File: config.mk
export PLATFORM = sky130hd
export DESIGN_NAME = genius_uc_flat
export DESIGN_NICKNAME = d
export VERILOG_FILES = /design/src/rtl/genius_uc_pkg.sv /design/src/rtl/genius_uc_if.sv /design/src/rtl/genius_uc.sv /design/src/flat_wrapper.sv
export SDC_FILE = /design/constraint.sdc
export NUM_CORES = 1
export LEC_CHECK = 0
export ABC_AREA = 0
export CAP_MARGIN = 20
export CELL_PAD_IN_SITES_DETAIL_PLACEMENT = 0
export CELL_PAD_IN_SITES_GLOBAL_PLACEMENT = 1
export CORE_MARGIN = 4
export CORE_UTILIZATION = 26
export DETAILED_ROUTE_END_ITERATION = 10
export GPL_TIMING_DRIVEN = 0
export PLACE_DENSITY = 0.92
export SKIP_LAST_GASP = 1
export SYNTH_ARGS = -nofsm -noshare
export SYNTH_HDL_FRONTEND = slang
export SYNTH_SLANG_ARGS = --single-unit
File: constraint.sdc
create_clock -name clock -period 2.3 [get_ports clock]
set_input_delay 0.69 -clock clock [delete_from_list [all_inputs] [get_ports clock]]
set_output_delay 0.69 -clock clock [all_outputs]
set_load 0.02 [all_outputs]
File: src/rtl/genius_uc_pkg.sv
// Shared constants for the Genius (Simon) control unit: state codes and
// LED mux selector values.
package genius_pkg;

    // 4-bit state codes; db_estado reports these values directly.
    localparam logic [3:0] INICIAL       = 4'd0;
    localparam logic [3:0] PREPARA       = 4'd1;
    localparam logic [3:0] MOSTRA        = 4'd2;
    localparam logic [3:0] APAGA         = 4'd3;
    localparam logic [3:0] VERIFICA_EXIB = 4'd4;
    localparam logic [3:0] PROX_EXIB     = 4'd5;
    localparam logic [3:0] ZERA_END      = 4'd6;
    localparam logic [3:0] ESPERA        = 4'd7;
    localparam logic [3:0] REGISTRA      = 4'd8;
    localparam logic [3:0] COMPARA       = 4'd9;
    localparam logic [3:0] PROX_JOG      = 4'd10;
    localparam logic [3:0] PROX_RODADA   = 4'd11;
    localparam logic [3:0] FIM_ACERTO    = 4'd12;
    localparam logic [3:0] FIM_ERRO      = 4'd13;
    localparam logic [3:0] FIM_TIMEOUT   = 4'd14;

    // LED mux selector values.
    localparam logic [1:0] SEL_OFF = 2'd0;
    localparam logic [1:0] SEL_MEM = 2'd1;
    localparam logic [1:0] SEL_BOT = 2'd2;

endpackage

File: src/rtl/genius_uc_if.sv
// Control/status bundle between the Genius control unit and its datapath.
// The master side (control unit) consumes status flags and drives controls;
// the slave side (datapath) does the opposite. There is no valid/ready
// handshake here: every control is a level or single-cycle pulse sampled by
// the datapath on each clock, and every status flag is sampled by the
// control unit on each clock.
interface genius_uc_if;
    // Status flags from the datapath plus the start request.
    logic       iniciar;
    logic       botoesIgualMemoria;
    logic       endecoIgualLimite;
    logic       fimL;
    logic       meioM;
    logic       fimM;
    logic       jogada_feita;
    logic       timeout;

    // Controls to the datapath.
    logic       zeraE;
    logic       contaE;
    logic       zeraL;
    logic       contaL;
    logic       zeraM;
    logic       contaM;
    logic       zeraR;
    logic       registraR;
    logic       contaT;
    logic       selecionaMemoria;
    logic       reset_random;
    logic [1:0] seletor;

    // Game result and debug.
    logic       pronto;
    logic       ganhou;
    logic       perdeu;
    logic       timeout_out;
    logic [3:0] db_estado;

    modport master (
        input  iniciar, botoesIgualMemoria, endecoIgualLimite, fimL,
               meioM, fimM, jogada_feita, timeout,
        output zeraE, contaE, zeraL, contaL, zeraM, contaM, zeraR,
               registraR, contaT, selecionaMemoria, reset_random, seletor,
               pronto, ganhou, perdeu, timeout_out, db_estado
    );

    modport slave (
        output iniciar, botoesIgualMemoria, endecoIgualLimite, fimL,
               meioM, fimM, jogada_feita, timeout,
        input  zeraE, contaE, zeraL, contaL, zeraM, contaM, zeraR,
               registraR, contaT, selecionaMemoria, reset_random, seletor,
               pronto, ganhou, perdeu, timeout_out, db_estado
    );
endinterface

File: src/rtl/genius_uc.sv
// Genius (Simon) control unit: Moore FSM that shows the sequence up to the
// current limit, then collects and compares the player's moves, growing the
// limit each round until win, loss or timeout.
module genius_uc
    import genius_pkg::*;
#(
    parameter int TIMEOUT_EN = 1
) (
    input  logic        clock,
    input  logic        reset,
    genius_uc_if.master bus
);

    localparam logic w_timeout_en = (TIMEOUT_EN != 0);

    logic [3:0] r_estado;
    logic [3:0] w_proximo;

    // State register; reset may strike at any time, including mid-display.
    always_ff @(posedge clock or posedge reset) begin
        if (reset) r_estado <= INICIAL;
        else       r_estado <= w_proximo;
    end

    // Next-state logic; each transition takes exactly one clock.
    always_comb begin
        w_proximo = INICIAL;
        case (r_estado)
            INICIAL:       w_proximo = bus.iniciar ? PREPARA : INICIAL;
            PREPARA:       w_proximo = MOSTRA;
            MOSTRA:        w_proximo = bus.meioM ? APAGA : MOSTRA;
            APAGA:         w_proximo = bus.fimM ? VERIFICA_EXIB : APAGA;
            VERIFICA_EXIB: w_proximo = bus.endecoIgualLimite ? ZERA_END : PROX_EXIB;
            PROX_EXIB:     w_proximo = MOSTRA;
            ZERA_END:      w_proximo = ESPERA;
            ESPERA: begin
                // A press wins over a timeout arriving in the same cycle.
                if (bus.jogada_feita)                      w_proximo = REGISTRA;
                else if (bus.timeout && w_timeout_en)      w_proximo = FIM_TIMEOUT;
                else                                       w_proximo = ESPERA;
            end
            REGISTRA:      w_proximo = COMPARA;
            COMPARA: begin
                if (!bus.botoesIgualMemoria)     w_proximo = FIM_ERRO;
                else if (!bus.endecoIgualLimite) w_proximo = PROX_JOG;
                else if (bus.fimL)               w_proximo = FIM_ACERTO;
                else                             w_proximo = PROX_RODADA;
            end
            PROX_JOG:      w_proximo = ESPERA;
            PROX_RODADA:   w_proximo = MOSTRA;
            // Restart from an end state keeps the current limit.
            FIM_ACERTO:    w_proximo = bus.iniciar ? PREPARA : FIM_ACERTO;
            FIM_ERRO:      w_proximo = bus.iniciar ? PREPARA : FIM_ERRO;
            FIM_TIMEOUT:   w_proximo = bus.iniciar ? PREPARA : FIM_TIMEOUT;
            default:       w_proximo = INICIAL;
        endcase
    end

    // Output decode from the state register only.
    always_comb begin
        bus.zeraE            = 1'b0;
        bus.contaE           = 1'b0;
        bus.zeraL            = 1'b0;
        bus.contaL           = 1'b0;
        bus.zeraM            = 1'b0;
        bus.contaM           = 1'b0;
        bus.zeraR            = 1'b0;
        bus.registraR        = 1'b0;
        bus.contaT           = 1'b0;
        bus.selecionaMemoria = 1'b0;
        bus.reset_random     = 1'b0;
        bus.seletor          = SEL_OFF;
        bus.pronto           = 1'b0;
        bus.ganhou           = 1'b0;
        bus.perdeu           = 1'b0;
        bus.timeout_out      = 1'b0;
        case (r_estado)
            PREPARA: begin
                bus.zeraE            = 1'b1;
                bus.zeraM            = 1'b1;
                bus.zeraR            = 1'b1;
                bus.selecionaMemoria = 1'b1;
            end
            MOSTRA: begin
                bus.seletor = SEL_MEM;
                bus.contaM  = 1'b1;
            end
            APAGA:         bus.contaM = 1'b1;
            VERIFICA_EXIB: bus.zeraM  = 1'b1;
            PROX_EXIB:     bus.contaE = 1'b1;
            ZERA_END: begin
                bus.zeraE = 1'b1;
                bus.zeraR = 1'b1;
            end
            ESPERA: begin
                bus.seletor = SEL_BOT;
                bus.contaT  = w_timeout_en;
            end
            REGISTRA: begin
                bus.registraR = 1'b1;
                bus.seletor   = SEL_BOT;
            end
            COMPARA:       bus.seletor = SEL_BOT;
            // contaT low here restarts the move-wait timer.
            PROX_JOG:      bus.contaE = 1'b1;
            PROX_RODADA: begin
                bus.contaL = 1'b1;
                bus.zeraE  = 1'b1;
                bus.zeraM  = 1'b1;
            end
            FIM_ACERTO: begin
                bus.pronto  = 1'b1;
                bus.ganhou  = 1'b1;
                bus.seletor = SEL_MEM;
            end
            FIM_ERRO: begin
                bus.pronto = 1'b1;
                bus.perdeu = 1'b1;
            end
            FIM_TIMEOUT: begin
                bus.pronto      = 1'b1;
                bus.perdeu      = 1'b1;
                bus.timeout_out = 1'b1;
            end
            default: begin
                // INICIAL and the unused code 15 share the idle outputs.
                bus.reset_random = 1'b1;
                bus.zeraE        = 1'b1;
                bus.zeraL        = 1'b1;
                bus.zeraM        = 1'b1;
                bus.zeraR        = 1'b1;
            end
        endcase
    end

    assign bus.db_estado = r_estado;

endmodule
File: src/flat_wrapper.sv
// flat-port wrapper written by rule: the top's interface ports become plain ports
module genius_uc_flat import genius_pkg::*;
#(
    parameter int TIMEOUT_EN = 1
)
  (clock, reset, bus_iniciar, bus_botoesIgualMemoria, bus_endecoIgualLimite, bus_fimL, bus_meioM, bus_fimM, bus_jogada_feita, bus_timeout, bus_zeraE, bus_contaE, bus_zeraL, bus_contaL, bus_zeraM, bus_contaM, bus_zeraR, bus_registraR, bus_contaT, bus_selecionaMemoria, bus_reset_random, bus_seletor, bus_pronto, bus_ganhou, bus_perdeu, bus_timeout_out, bus_db_estado);
  genius_uc_if bus_i ();
  input  logic clock;
  input  logic reset;
  input wire logic [$bits(bus_i.iniciar)-1:0] bus_iniciar;
  input wire logic [$bits(bus_i.botoesIgualMemoria)-1:0] bus_botoesIgualMemoria;
  input wire logic [$bits(bus_i.endecoIgualLimite)-1:0] bus_endecoIgualLimite;
  input wire logic [$bits(bus_i.fimL)-1:0] bus_fimL;
  input wire logic [$bits(bus_i.meioM)-1:0] bus_meioM;
  input wire logic [$bits(bus_i.fimM)-1:0] bus_fimM;
  input wire logic [$bits(bus_i.jogada_feita)-1:0] bus_jogada_feita;
  input wire logic [$bits(bus_i.timeout)-1:0] bus_timeout;
  output wire logic [$bits(bus_i.zeraE)-1:0] bus_zeraE;
  output wire logic [$bits(bus_i.contaE)-1:0] bus_contaE;
  output wire logic [$bits(bus_i.zeraL)-1:0] bus_zeraL;
  output wire logic [$bits(bus_i.contaL)-1:0] bus_contaL;
  output wire logic [$bits(bus_i.zeraM)-1:0] bus_zeraM;
  output wire logic [$bits(bus_i.contaM)-1:0] bus_contaM;
  output wire logic [$bits(bus_i.zeraR)-1:0] bus_zeraR;
  output wire logic [$bits(bus_i.registraR)-1:0] bus_registraR;
  output wire logic [$bits(bus_i.contaT)-1:0] bus_contaT;
  output wire logic [$bits(bus_i.selecionaMemoria)-1:0] bus_selecionaMemoria;
  output wire logic [$bits(bus_i.reset_random)-1:0] bus_reset_random;
  output wire logic [$bits(bus_i.seletor)-1:0] bus_seletor;
  output wire logic [$bits(bus_i.pronto)-1:0] bus_pronto;
  output wire logic [$bits(bus_i.ganhou)-1:0] bus_ganhou;
  output wire logic [$bits(bus_i.perdeu)-1:0] bus_perdeu;
  output wire logic [$bits(bus_i.timeout_out)-1:0] bus_timeout_out;
  output wire logic [$bits(bus_i.db_estado)-1:0] bus_db_estado;
  assign bus_i.iniciar = bus_iniciar;
  assign bus_i.botoesIgualMemoria = bus_botoesIgualMemoria;
  assign bus_i.endecoIgualLimite = bus_endecoIgualLimite;
  assign bus_i.fimL = bus_fimL;
  assign bus_i.meioM = bus_meioM;
  assign bus_i.fimM = bus_fimM;
  assign bus_i.jogada_feita = bus_jogada_feita;
  assign bus_i.timeout = bus_timeout;
  assign bus_zeraE = bus_i.zeraE;
  assign bus_contaE = bus_i.contaE;
  assign bus_zeraL = bus_i.zeraL;
  assign bus_contaL = bus_i.contaL;
  assign bus_zeraM = bus_i.zeraM;
  assign bus_contaM = bus_i.contaM;
  assign bus_zeraR = bus_i.zeraR;
  assign bus_registraR = bus_i.registraR;
  assign bus_contaT = bus_i.contaT;
  assign bus_selecionaMemoria = bus_i.selecionaMemoria;
  assign bus_reset_random = bus_i.reset_random;
  assign bus_seletor = bus_i.seletor;
  assign bus_pronto = bus_i.pronto;
  assign bus_ganhou = bus_i.ganhou;
  assign bus_perdeu = bus_i.perdeu;
  assign bus_timeout_out = bus_i.timeout_out;
  assign bus_db_estado = bus_i.db_estado;
  genius_uc #(.TIMEOUT_EN(TIMEOUT_EN)) u_core (.clock(clock), .reset(reset), .bus(bus_i));
endmodule
==> summary.md, run 1 <==
| Metric | Value |
|---|---|
| DRT Pass-1 Iters | 4 |
| Total track usage | 13.9% |
| Cell Area, Synth | 541 µm² |
| Cts bufs inserted | 3 |
| Share of post-route cells with drive strength above 1 | 20.7% |
| Post-synth top cells | 12 x nor2_1, 9 x nand2_1, 7 x o21ai_0, 6 x a21oi_1, 6 x nor3_1 |
| PwrDens | 1510 nW/µm² |
| IO Count | 31 |
| Largest net degree at the start of global routing | 11 |
| Peak supply drop | 0.584 mV |
| Nets@finish | 128 |
| Max reg flops | 4 |
| Max Slew Vio Count | 0 |
| CTS root buf | clkbuf_4 |
| RSZ-0062 raised after global routing | true |
| R2R cell count | 4 |
| Average cell area after synthesis | 6.51 µm² |
| ANT nets after route | 0 |
| Reg-to-reg startpoint | u_core.bus.db_estado[3] |
| Register area share after synthesis | 18.5% |
| Syn_nets | 93 |
| Distinct cells, synth | 26 |
| Top cell type by total area after synthesis | dfrtp_1 |
| Critical Path AT | 1.54 ns |
| Hold Fails Final Rpt | 0 |
| Skew-Pair Late Insertion Delay | 0.24 ns |
| Post-CTS Resized | 24 |
| Placed Cells | 140 |
| Fin cells | 143 |
| Worst slew margin | 79.3% |
| Die area | 2870 µm² |
| Status | finished clean |
| Top post-synthesis cells by area | dfrtp_1 19%, nor2_1 8.3%, o21ai_0 6.5% |
| Top cell type's share of synthesized area | 18.5% |
| Setup Buffers After CTS | 0 |
| Vias | 734 |
| Final setup violation count | 0 |
| Cell Rows | 16 |
| Leakage | 0.000406 µW |
| Yosys warning total | 0 |
| CTS max path bufs | 2 |
| R2R setup slack | 1.00 ns |
| HPWL after DPL | 1440 µm |
| Vias/cell | 5.13 |
| Post-place instance area | 880 µm² |
| Critical Path End Type | output port |
| Gate Count Post-Synth | 83 |
| Antenna cells | 0 |
| Die Span Y | 53.6 µm |
| Req. time, crit path | 1.61 ns |
| EDFF count, synth | 0 |
| Maximum fanout along the worst path | 10 |
| Final worst-path cycle share | 97.1% |
| CP endpoint | bus_zeraR |
| Reg-to-Reg End | u_core.bus.db_estado[0] |
| Chip width | 53.6 µm |
| Final Skew | 0.000948 ns |
| Htree depth | 1 |
| Top_reg_cell synth | dfrtp_1 |
| Number of global-route vias before repair | 723 |
| Slew @ Worst Pin | 0.308 ns |
| Max-cap viol count | 0 |
| CTS hold repair buffers | 0 |
| First-pass GRT wire length | 3020 µm |
| CORE AREA | 1960 µm² |
| Reg clk slew, reported paths | 0.04 ns |
| WL per Instance | 12.9 µm |
| Routed WL | 1840 µm |
| Fillers | 223 |
| Final min period | 2.23 ns |
| Achievable Freq | 448 MHz |
| Crit Path Category | register to output port |
| Sink Count | 4 |
| Gpl congestion | 0.822 |
| Fraction of registers with async set/reset | 100% |
| DR iter-0 viols | 39 |
| Starting Density | 27.6% |
| CP startpoint kind | register |
| Total grt overflow | 0 |
| #FFs+latches synth | 4 |
| Worst setup path start | u_core.bus.db_estado[2] |
| Final instance area | 876 µm² |
| Drt drc | 0 |
| CTS tree | yes |
| Most frequent cell after synthesis | nor2_1 |
| Layout area overhead | 62.0% |
| HP Class | input pin to async pin |
| Initial antenna violation count | 0 |
| Number of port buffers | 30 |
[final cells by class]
cell class | count | area [µm²] | area share, %
buffer | 7 | 50.0 | 5.71
multi-input combinational | 67 | 392 | 44.7
timing repair buffer | 30 | 256 | 29.3
sequential | 4 | 103 | 11.7
clock buffer | 3 | 22.5 | 2.57
inverter | 5 | 18.8 | 2.14
tap | 27 | 33.8 | 3.86
[through the flow]
stage / utilization, % / power [µW] / setup slack [ns] / hold WS (ns) / setup TNS (ns)
CTS: 45.4 / 1330 / -0.149 / 0.649 / -0.232
global placement: 44.8 / 1300 / -0.211 / 0.750 / -0.571
global route: 44.6 / 1430 / -0.0137 / 0.667 / -0.0137
detailed placement: 44.8 / 1300 / -0.198 / 0.763 / -0.557
finish: 44.6 / 1320 / 0.0672 / 0.645 / 0
floorplan: - / 866 / 0.0209 / 0.456 / 0
[where the power goes]
group          switching (µW)  internal, µW  total [µW]  leakage (µW)
registers                57.6           109         167     0.0000459
clock network            28.7          58.4        87.1     0.0000138
logic                     634           436        1070      0.000346
[cells in the final DEF (no fill, tap or decap)]
cell type        synthesis  final
o22ai_1                  4      4
nand2b_4                 0      1
mux2_2                   1      1
a211oi_1                 1      1
a21o_1                   1      1
clkdlybuf4s50_1          0     13
nor3_1                   6      5
a22oi_1                  3      3
clkbuf_2                 0      4
dfrtp_1                  4      2
o21ai_0                  7      7
a21oi_1                  6      6
nand2_2                  0      1
dfrtp_2                  0      2
dlygate4sd2_1            0     11
nand3b_1                 1      1
nor4_1                   1      1
buf_2                    3      3
a21boi_0                 1      1
nor3_2                   0      1
nand2b_1                 5      5
inv_1                    5      5
o2111ai_1                1      1
o211ai_1                 1      1
nor2_1                  12     11
clkbuf_4                 0      4
nand2_1                  9      8
o2bb2ai_1                1      1
nor2_2                   0      1
o311ai_1                 1      1
buf_4                    4      5
or2b_4                   1      1
nand3_1                  1      1
a2bb2oi_1                2      2
[worst max-delay path: stages, from the launching register on]
cell and delay [ns]:
dfrtp_2 0.47, buf_4 0.20, nor2_2 0.14, nor2_1 0.07, a211oi_1 0.21, clkbuf_2 0.20
[how the worst min path moves through the flow]
stage / start / cells past startpoint / end / slack, ns
floorplan: reset / 1 / u_core.bus.db_estado[0] / 0.46
global placement: u_core.bus.db_estado[1] / 2 / u_core.bus.db_estado[2] / 0.75
detailed placement: u_core.bus.db_estado[1] / 2 / u_core.bus.db_estado[2] / 0.76
CTS: reset / 2 / u_core.bus.db_estado[1] / 0.65
global route: reset / 2 / u_core.bus.db_estado[1] / 0.67
finish: reset / 2 / u_core.bus.db_estado[1] / 0.65
[metal layers]
layer  routed length [µm]  up-vias  global-route usage [%]
met5                    0        -                       0
met1                  754      329                    17.1
met4                   25        0                    5.11
met3                  129        4                    1.11
met2                  932       40                    24.9
li1                     -      361                       -
[cells by family (layout without fill, tap and decap cells)]
group,Yosys count,in the layout,synth area share (%)
and+or+nand+nor,37,37,33.1
AOI/OAI and AO/OA,29,29,34.5
buffers and inverters,12,45,11.8
DFF,4,4,18.5
muxes,1,1,2.08
No activity file was read; power rests on OpenSTA's default activity.
==> inputs of run 2 (changes only) <==
PLACE_DENSITY = default   (was 0.92)
PLACE_DENSITY_LB_ADDON = 0.1   (was default)
==> run 2 against run 1 <==
  * Sequential power shrank 12%
  * Largest power group unchanged
  * Highest routed layer unchanged
  * Clock skew grew 0.0094 ns
  * Critical path depth shrank 1
  * Count of clock-buffer cells in the layout is the same
  * Total power grew 8.0%
  * Clock power grew 8.8%
  * Combinational power grew 11%
==> summary.md, run 2 (synthesis gave the netlist of run 1 again) <==
| Metric | Value |
|---|---|
| Number of global-route vias before repair | 724 |
| Most frequent cells in the layout | 13 x clkdlybuf4s50_1, 11 x buf_4, 10 x nor2_1, 9 x nand2_1, 9 x dlygate4sd2_1 |
| First-pass GRT wire length | 3330 µm |
| ANT nets after route | 0 |
| Req. time, crit path | 1.61 ns |
| Hold slack | 0.621 ns |
| Critical Path End Type | output port |
| Final Skew | 0.0104 ns |
| Initial antenna violation count | 0 |
| DRT Pass-1 Iters | 4 |
| Nets@finish | 134 |
| Final worst-path cycle share | 97.2% |
| Die area | 2870 µm² |
| Number of port buffers | 30 |
| Vias | 757 |
| Skew-Pair Late Insertion Delay | 0.25 ns |
| Max reg flops | 4 |
| CTS tree | yes |
| RSZ-0062 raised after global routing | true |
| Int Pwr | 675 µW |
| Power share of the sequential group | 10.3% |
| Critical Path AT | 1.55 ns |
| Starting Density | 27.6% |
| CTS max path bufs | 2 |
| Final instance area | 931 µm² |
| Critical Path Max Stage Delay | 0.40 ns |
| DR iter-0 viols | 22 |
| Antenna cells | 0 |
| Sink Count | 4 |
| PwrDens | 1540 nW/µm² |
| Clk pwr share | 6.6% |
| Cell Rows | 16 |
| Total track usage | 15.5% |
| Total grt overflow | 0 |
| Share of post-route cells with drive strength above 1 | 24.6% |
| Final setup violation count | 0 |
| Cell Chain, Critical Path | buf_4 > buf_2 > nor3_1 > clkdlybuf4s15_1 |
| Net Sw Frac | 52.8% |
| Crit Path Category | register to output port |
| Vias/cell | 5.08 |
| Slew @ Worst Pin | 0.285 ns |
| Maximum fanout along the worst path | 10 |
| CP startpoint kind | register |
| Final min period | 2.24 ns |
| CTS root buf | clkbuf_4 |
| Htree depth | 1 |
| Chip width | 53.6 µm |
| Reg clk slew, reported paths | 0.04 ns |
| Hold Fails Final Rpt | 0 |
| Post-place instance area | 880 µm² |
| Cts bufs inserted | 3 |
| P_sw | 756 µW |
| Slowest cell on the critical path | dfrtp_1 |
| HPWL after DPL | 1480 µm |
| Die Span Y | 53.6 µm |
| Worst slew margin | 80.8% |
| Largest net degree at the start of global routing | 11 |
| Layout area overhead | 72.2% |
| Peak supply drop | 0.599 mV |
| Delay-heaviest family, CP | buffers and inverters |
| Drt drc | 0 |
| Routed WL | 2030 µm |
| WL per Instance | 13.7 µm |
| HP Class | input pin to async pin |
| Comb pwr share | 83.1% |
| Layout Utilization | 47.4% |
| Achievable Freq | 447 MHz |
| IO Count | 31 |
| Status | finished clean |
| CORE AREA | 1960 µm² |
| Max-cap viol count | 0 |
| Leakage | 0.000443 µW |
| Max Slew Vio Count | 0 |
| Gpl congestion | 0.856 |
| Commonest non-fill, non-tap cell in the layout | clkdlybuf4s50_1 |
| Worst Path Buf+Inv | 3 |
-- run 2: power groups by stage --
stage               logic, µW  clock network [µW]  registers [µW]
global placement         1160                   0             156
finish                   1190                94.8             147
global route             1300                99.4             152
CTS                      1090                90.5             161
floorplan                 680                   0             185
detailed placement       1150                   0             158
-- run 2: worst reg2reg max path, cell delays in order (launching register included) --
cell,delay [ns]
dfrtp_2,0.41
buf_4,0.14
buf_4,0.13
mux2_2,0.26
o22ai_1,0.16
nand2_1,0.08
o311ai_1,0.09
-- run 2: area by class of cell --
class,count,area [µm²]
flip-flops and latches,4,103
fillers,227,1030
well taps,27,33.8
clock buffers,3,22.5
multi-input cells,67,397
plain buffers,7,50.0
repair buffers,36,307
inverters,5,18.8
-- run 2: metrics by stage --
step           setup slack, ns  total power [µW]  std cells  setup TNS, ns
2_1_floorplan           0.0209               866         83              0
3_3_place_gp            -0.212              1320        140         -0.679
3_5_place_dp            -0.212              1310        140         -0.596
4_1_cts                 -0.254              1340        143         -0.499
5_1_grt                -0.0458              1550        149        -0.0541
6_report                0.0647              1430        149              0
-- run 2: per-layer routing --
layer	global-route usage [%]	vias to the layer above	part of all wire (%)
li1	-	373	-
met1	19.6	350	45
met2	26.5	27	46
met3	3.88	7	6.5
met4	3.40	0	2.5
met5	0	-	0
-- run 2: final timing paths --
check                                        start  slack, ns  cells past startpoint                      end
hold reg to reg            u_core.bus.db_estado[2]       0.78                      2  u_core.bus.db_estado[2]
min in group clock         u_core.bus.db_estado[2]       0.78                      2  u_core.bus.db_estado[2]
max in group asynchronous                    reset       1.49                      2  u_core.bus.db_estado[3]
hold / removal                               reset       0.62                      2  u_core.bus.db_estado[1]
setup reg to reg           u_core.bus.db_estado[3]       0.93                      6  u_core.bus.db_estado[2]
setup / recovery           u_core.bus.db_estado[1]       0.06                      4            bus_registraR
-- run 2: repair_timing --
| action | in CTS | in global routing |
|---|---|---|
| pin swaps | 0 | 1 |
| resized for setup | 24 | 22 |
| setup endpoints to repair | 17 | 8 |
| setup buffers | 0 | 6 |
| hold buffers | 0 | 0 |
